`src/rtl/sd_pkg.sv`:
```
// sd_pkg -- shared definitions for the SD bus sequencer.
//
// Holds the Avalon register addresses, the STATUS and CTRL bit positions,
// and the FSM and transfer-mode encodings used by sd_bus_seq.
package sd_pkg;

  // Register map (Avalon word addresses)
  localparam logic [1:0] SD_ADDR_DIV  = 2'd0;
  localparam logic [1:0] SD_ADDR_DATA = 2'd1;
  localparam logic [1:0] SD_ADDR_STAT = 2'd2;
  localparam logic [1:0] SD_ADDR_CTRL = 2'd3;

  // STATUS = {5'b0, ovr, done, busy}
  localparam int STAT_BUSY = 0;
  localparam int STAT_DONE = 1;
  localparam int STAT_OVR  = 2;

  // CTRL bits
  localparam int CTRL_OE     = 0;
  localparam int CTRL_IRQ_EN = 1;

  // Sequencer states: IDLE parks SD_CLK low, LOW/HIGH are the two SD_CLK halves
  typedef enum logic [1:0] {
    ST_IDLE = 2'd0,
    ST_LOW  = 2'd1,
    ST_HIGH = 2'd2
  } sd_state_t;

  // What the running transfer does with CMD
  typedef enum logic {
    MODE_BYTE = 1'b0,
    MODE_IDLE = 1'b1
  } sd_mode_t;

endpackage

```
`src/rtl/sd_clk_div.sv`:
```
// sd_clk_div -- half-period counter for the SD clock.
//
// Counts clk cycles while 'run' is high and pulses 'tick' on the last cycle
// of each SD_CLK half-period, i.e. every div+1 cycles.
//
// Ports:
//   clk      in   system clock
//   reset    in   synchronous active-high reset
//   run      in   counter enabled (sequencer not idle)
//   restart  in   force the count back to zero (new transfer start)
//   div      in   live divider value, half-period = div+1 cycles
//   tick     out  last cycle of the current half-period
module sd_clk_div #(
  parameter int DIV_W = 8
) (
  input  logic             clk,
  input  logic             reset,
  input  logic             run,
  input  logic             restart,
  input  logic [DIV_W-1:0] div,
  output logic             tick
);

  logic [DIV_W-1:0] cnt;

  // Compare with >= so that lowering DIV below the current count ends the
  // half-period instead of letting the counter run round the full range.
  assign tick = run && (cnt >= div);

  // Count up to the live DIV, then wrap to zero for the next half-period.
  always_ff @(posedge clk) begin
    if (reset || restart || !run) begin
      cnt <= '0;
    end else if (tick) begin
      cnt <= '0;
    end else begin
      cnt <= cnt + DIV_W'(1);
    end
  end

endmodule

```
`src/rtl/sd_bus_seq.sv`:
```
// sd_bus_seq -- Avalon-MM slave that drives the SD card CLK and CMD lines.
//
// A write to DATA shifts one byte out on CMD (MSB first) while capturing the
// card's CMD line on each SD_CLK rising edge; a write to STAT produces
// writedata+1 idle clocks with CMD held high.
//
// Ports:
//   clk, reset             system clock, synchronous active-high reset
//   address, chipselect,   Avalon-MM slave, readLatency 0
//   write_n, writedata,
//   read_n, readdata
//   sd_clk                 SD clock pin
//   sd_cmd_out, sd_cmd_oe  CMD output value and drive enable
//   sd_cmd_in              CMD pin input, already synchronised
//   irq                    (only with SD_BUS_SEQ_IRQ_EN) done & CTRL.bit1
//
// Build option: define SD_BUS_SEQ_IRQ_EN to add the irq output and make
// CTRL.bit1 a read/write interrupt enable.
module sd_bus_seq
  import sd_pkg::*;
#(
  parameter int DIV_W     = 8,
  parameter int DIV_RESET = 63
) (
  input  logic       clk,
  input  logic       reset,
  input  logic [1:0] address,
  input  logic       chipselect,
  input  logic       write_n,
  input  logic [7:0] writedata,
  input  logic       read_n,
  output logic [7:0] readdata,
  output logic       sd_clk,
  output logic       sd_cmd_out,
  output logic       sd_cmd_oe,
  input  logic       sd_cmd_in
`ifdef SD_BUS_SEQ_IRQ_EN
  ,
  output logic       irq
`endif
);

  sd_state_t        state, state_next;
  sd_mode_t         mode;
  logic [DIV_W-1:0] div_q;
  logic [7:0]       tx, rx;
  logic [8:0]       clk_left;
  logic             busy, done, ovr;
  logic             ctrl_oe;
  logic             sd_clk_q, cmd_q;
  logic             tick;
  logic             wr, rd, start_req, go_start, last_clk;
`ifdef SD_BUS_SEQ_IRQ_EN
  logic             irq_en;
`endif

  assign wr        = chipselect && !write_n;
  assign rd        = chipselect && !read_n;
  assign start_req = wr && ((address == SD_ADDR_DATA) || (address == SD_ADDR_STAT));
  assign go_start  = start_req && (state == ST_IDLE);
  assign last_clk  = (clk_left == 9'd1);

  sd_clk_div #(.DIV_W(DIV_W)) u_div (
    .clk     (clk),
    .reset   (reset),
    .run     (state != ST_IDLE),
    .restart (go_start),
    .div     (div_q),
    .tick    (tick)
  );

  // State register
  always_ff @(posedge clk) begin
    if (reset) begin
      state <= ST_IDLE;
    end else begin
      state <= state_next;
    end
  end

  // Next state: each half-period ends on a divider tick; the clock count
  // decides whether a falling edge starts another bit or finishes.
  always_comb begin
    state_next = state;
    case (state)
      ST_IDLE: if (go_start) state_next = ST_LOW;
      ST_LOW:  if (tick) state_next = ST_HIGH;
      ST_HIGH: if (tick) state_next = last_clk ? ST_IDLE : ST_LOW;
      default: state_next = ST_IDLE;
    endcase
  end

  // Registers, flags and the shift datapath. Flag clears come before the
  // sets so a set in the same cycle wins.
  always_ff @(posedge clk) begin
    if (reset) begin
      div_q    <= DIV_W'(DIV_RESET);
      ctrl_oe  <= 1'b0;
`ifdef SD_BUS_SEQ_IRQ_EN
      irq_en   <= 1'b0;
`endif
      mode     <= MODE_BYTE;
      tx       <= 8'h00;
      rx       <= 8'h00;
      clk_left <= 9'd0;
      busy     <= 1'b0;
      done     <= 1'b0;
      ovr      <= 1'b0;
      sd_clk_q <= 1'b0;
      cmd_q    <= 1'b1;
    end else begin
      if (wr && (address == SD_ADDR_DIV)) div_q <= DIV_W'(writedata);
      if (wr && (address == SD_ADDR_CTRL)) begin
        ctrl_oe <= writedata[CTRL_OE];
`ifdef SD_BUS_SEQ_IRQ_EN
        irq_en  <= writedata[CTRL_IRQ_EN];
`endif
      end

      if (rd && (address == SD_ADDR_DATA)) done <= 1'b0;
      if (rd && (address == SD_ADDR_STAT)) ovr <= 1'b0;
      if (start_req && (state != ST_IDLE)) ovr <= 1'b1;

      case (state)
        ST_IDLE: begin
          if (go_start) begin
            busy     <= 1'b1;
            done     <= 1'b0;
            sd_clk_q <= 1'b0;
            if (address == SD_ADDR_DATA) begin
              mode     <= MODE_BYTE;
              tx       <= writedata;
              clk_left <= 9'd8;
              cmd_q    <= writedata[7];
            end else begin
              mode     <= MODE_IDLE;
              clk_left <= {1'b0, writedata} + 9'd1;
              cmd_q    <= 1'b1;
            end
          end
        end
        ST_LOW: begin
          if (tick) begin
            sd_clk_q <= 1'b1;
            if (mode == MODE_BYTE) rx <= {rx[6:0], sd_cmd_in};
          end
        end
        ST_HIGH: begin
          if (tick) begin
            sd_clk_q <= 1'b0;
            if (last_clk) begin
              busy  <= 1'b0;
              done  <= 1'b1;
              cmd_q <= 1'b1;
            end else begin
              clk_left <= clk_left - 9'd1;
              tx       <= {tx[6:0], 1'b0};
              cmd_q    <= (mode == MODE_BYTE) ? tx[6] : 1'b1;
            end
          end
        end
        default: ;
      endcase
    end
  end

  // Combinational read mux
  always_comb begin
    readdata = 8'h00;
    case (address)
      SD_ADDR_DIV:  readdata = 8'(div_q);
      SD_ADDR_DATA: readdata = rx;
      SD_ADDR_STAT: begin
        readdata[STAT_BUSY] = busy;
        readdata[STAT_DONE] = done;
        readdata[STAT_OVR]  = ovr;
      end
      SD_ADDR_CTRL: begin
        readdata[CTRL_OE] = ctrl_oe;
`ifdef SD_BUS_SEQ_IRQ_EN
        readdata[CTRL_IRQ_EN] = irq_en;
`endif
      end
      default: readdata = 8'h00;
    endcase
  end

  assign sd_clk     = sd_clk_q;
  assign sd_cmd_out = cmd_q;
  assign sd_cmd_oe  = ctrl_oe;
`ifdef SD_BUS_SEQ_IRQ_EN
  assign irq        = done && irq_en;
`endif

endmodule

```
`config.mk`:
```
export PLATFORM = sky130hd
export DESIGN_NAME = sd_bus_seq
export DESIGN_NICKNAME = d
export VERILOG_FILES = /design/src/rtl/sd_pkg.sv /design/src/rtl/sd_clk_div.sv /design/src/rtl/sd_bus_seq.sv
export SDC_FILE = /design/constraint.sdc
export NUM_CORES = 1
export LEC_CHECK = 0
export ABC_CLOCK_PERIOD_IN_PS = 6600
export BUFFER_PORTS_ARGS = -buffer_cell sky130_fd_sc_hd__buf_2
export CAP_MARGIN = 10
export CORE_AREA = 4 4 94 96
export CTS_BUF_LIST = sky130_fd_sc_hd__clkbuf_16
export DETAILED_ROUTE_END_ITERATION = 6
export DIE_AREA = 0 0 98 100
export GPL_TIMING_DRIVEN = 1
export PLACE_DENSITY = 0.56
export SLEW_MARGIN = 30
export SYNTH_ARGS = -nofsm -noshare
export SYNTH_HDL_FRONTEND = slang
export SYNTH_SLANG_ARGS = --single-unit
```
`constraint.sdc`:
```
create_clock -name clk -period 6.6 [get_ports clk]
set_input_delay 0 -clock clk [delete_from_list [all_inputs] [get_ports clk]]
set_output_delay 0 -clock clk [all_outputs]
set_load 0.03 [all_outputs]
```
==> impl_metrics.env <==
export IMPL_die_area_um2=9800
export IMPL_grt_overflow_total=0
export IMPL_die_h_um=100
export IMPL_crit_path_max_incr_delay_ns=0.56
export IMPL_worst_setup_path_start_kind="register"
export IMPL_drt_iter0_drc=175
export IMPL_worst_pin_slew_ns=0.849
export IMPL_crit_chain="inv_1 > ha_1 > nand2b_1 > a2111oi_2 > o31ai_4 > nand3b_1 > mux2i_1 > nor2_1"
export IMPL_cp_arrival_ns=2.65
export IMPL_synth_top_area_share=0.359
export IMPL_peakVddDrop_mv=0.139
export IMPL_first_pass_iters=4
export IMPL_rows=33
export IMPL_ys_flop_type="dfxtp_1"
export IMPL_antenna_found_initial=0
export IMPL_io_pins=27
export IMPL_cts_buffers=5
export IMPL_grt_pass1_wl_um=11300
export IMPL_regArea_um2=981
export IMPL_hold_viol=0
export IMPL_timing_worst_setup_path_type="reg2reg"
export IMPL_maxSlewViolCount=0
export IMPL_layout_setup_ws_ns=4.09
export IMPL_async_flop_share=0
export IMPL_slowest_stage="a2111oi_2"
export IMPL_portBuffers=26
export IMPL_core_um2=8050
export IMPL_routabilityCongestion=0.841
export IMPL_period_share=0.380
export IMPL_p_leak_nw=1.26
export IMPL_crit_path_end_kind="register"
export IMPL_drt_total_wl_um=6790
export IMPL_clkSlewWorstSetupHoldPaths_ns=0.07
export IMPL_start_util=0.340
export IMPL_tns_ns=0
export IMPL_cts_root_buf="clkbuf_16"
export IMPL_cp_max_fo=8
export IMPL_synth_seq_area_share=0.359
export IMPL_insertion_delay_ns=0.28
export IMPL_wl_per_cell_um=14.9
export IMPL_fin_skew_ns=0.00427
export IMPL_synthTopCellsByArea="dfxtp_1 (36%), ha_1 (7.8%), nor2_1 (7.1%), nand2_1 (4.9%), a21oi_1 (3.7%)"
export IMPL_die_w_um=98
export IMPL_worstPathRequired_ns=6.74
export IMPL_syn_nets=364
export IMPL_worst_path_buf_inv=1
export IMPL_cap_violations=0
export IMPL_via_count=2367
export IMPL_cts_setup_buffers=0
export IMPL_period_needed_ns=2.51
export IMPL_place_ws_ns=4.07
export IMPL_syn_to_final_growth_pct=12.2
export IMPL_dp_hpwl_um=4980
export IMPL_power_density_nw_per_um2=207
export IMPL_clock_sinks=49
export IMPL_cts_tree="done"
export IMPL_fill_cells=841
export IMPL_ys_ff_latch=49
export IMPL_drive_gt1_frac=0.131
export IMPL_multi_input_area_um2=1590
export IMPL_diodes=0
export IMPL_htreeDepth=2
export IMPL_nets=383
export IMPL_grt_pass1_vias=2181
export IMPL_ys_warn_count=0
export IMPL_netlist_area_um2=2730
export IMPL_cts_repair_resized=0
export IMPL_finalSetupViolCount=0
export IMPL_crit_family="compound AO/OA/AOI/OAI gates"
export IMPL_maxSlewHeadroom=0.434
export IMPL_avgSynthCellArea_um2=8.26
export IMPL_grt_max_degree=46
export IMPL_track_usage=0.140
export IMPL_max_freq_ghz=0.399
export IMPL_syn_instance_count=331
export IMPL_min_path_type="in2reg"
export IMPL_via_per_inst=5.19
export IMPL_drc=0
export IMPL_cts_path_max_buffers=2
export IMPL_total_power_mw=0.634
export IMPL_synth_edf_count=0
export IMPL_status="finished clean"
export IMPL_cts_hold_buffers=1
export IMPL_antenna_left=0
export IMPL_rsz0062_at_grt="no"
export IMPL_yosysTopAreaCell="dfxtp_1"
export IMPL_yosysUniqueCellTypes=53
-- stage by stage --
| stage | cell area (µm²) | hold slack, ns | utilization | std cells |
|---|---|---|---|---|
| floorplan | 2730 | 0.118 | - | 331 |
| global placement | 2910 | 0.238 | 0.362 | 447 |
| detailed placement | 2910 | 0.255 | 0.362 | 447 |
| CTS | 3070 | 0.000337 | 0.381 | 456 |
| global route | 3070 | 0.0128 | 0.381 | 456 |
| finish | 3070 | 0.00448 | 0.381 | 456 |
-- Yosys cell counts, types with 2 or more instances --
cell type / number
nand2b_1: 2
mux2i_1: 9
o21ai_0: 10
or2_2: 3
a22o_1: 5
o21a_1: 2
clkbuf_1: 8
nand3b_1: 2
buf_2: 3
nand4_1: 2
dfxtp_1: 49
a211oi_1: 2
buf_6: 2
inv_1: 19
nand3_1: 11
a21oi_1: 20
ha_1: 17
nor3_1: 9
nor4_1: 5
a31oi_1: 2
o31ai_1: 2
xor2_1: 8
nor2b_1: 5
nor2_1: 52
a211o_1: 6
a311oi_1: 6
and3_1: 3
nand2_1: 36
a222oi_1: 3
xnor2_1: 5
-- placed cells by master (no fill, tap or decap), types with 2 or more instances in the layout --
cell / n
o21a_1: 2
a21oi_1: 20
buf_2: 26
a211o_1: 6
nand3_1: 11
nor2_1: 52
xnor2_1: 5
a211oi_1: 2
a31oi_1: 2
nand2b_1: 2
a222oi_1: 3
dfxtp_1: 49
nand3b_1: 2
o21ai_0: 10
and3_1: 3
or2_2: 3
inv_1: 20
xor2_1: 8
clkbuf_16: 5
mux2i_1: 9
a311oi_1: 6
nor2b_1: 5
ha_1: 17
a22o_1: 5
o31ai_1: 2
nor4_1: 5
nor3_1: 9
nand4_1: 2
clkinvlp_4: 2
nand2_1: 36
-- sequential cells by signal, indices dropped and copies added (netlist names) --
| register | count |
|---|---|
| rx | 8 |
| clk_left | 9 |
| state | 2 |
| sd_clk | 1 |
| u_div.cnt | 8 |
| sd_cmd_oe | 1 |
| mode | 1 |
| ovr | 1 |
| busy | 1 |
| done | 1 |
| div_q | 8 |
| sd_cmd_out | 1 |
| tx | 7 |
-- layer usage --
| layer | GRT usage | part of all wire | up-vias |
|---|---|---|---|
| li1 | - | - | 1202 |
| met1 | 0.209 | 0.51 | 1112 |
| met2 | 0.205 | 0.44 | 47 |
| met3 | 0.0236 | 0.040 | 6 |
| met4 | 0.0415 | 0.013 | 0 |
| met5 | 0 | 0 | - |
-- cell families after synthesis --
group	synth area share
muxes	0.0330
xor gates and xnor gates	0.0416
DFF	0.359
buffers and inverters	0.0586
and+or+nand+nor	0.232
AOI/OAI and AO/OA	0.198
adders and majority gates	0.0778
-- worst paths after layout --
| kind | endpoint | startpoint | cells after the start | slack [ns] |
|---|---|---|---|---|
| worst max-delay path | rx[0] | u_div.cnt[0] | 8 | 4.09 |
| worst min-delay path | div_q[7] | writedata[7] | 3 | 0.004 |
| worst max register to register | rx[0] | u_div.cnt[0] | 8 | 4.09 |
| worst min register to register | u_div.cnt[0] | u_div.cnt[0] | 1 | 0.47 |
-- tightest hold or removal path, delay by kind of cell --
kind	cells	cell delay (ns)
buffers and inverters	1	0.13
AOI/OAI and AO/OA	1	0.05
and+or+nand+nor	1	0.06
-- power breakdown --
group	total (mW)	switching (mW)	internal, mW
sequential	0.306	0.00541	0.301
clock	0.253	0.113	0.139
combinational	0.0753	0.0491	0.0262
total	0.634	0.168	0.466
-- layout make-up --
type | instances | area share
well taps | 105 | 0.0428
clock buffers | 5 | 0.0408
repair buffers | 28 | 0.0481
multi-input cells | 247 | 0.519
flip-flops and latches | 49 | 0.320
clock inverters | 3 | 0.00612
inverters | 19 | 0.0232
(Power assumes the default switching activity.)
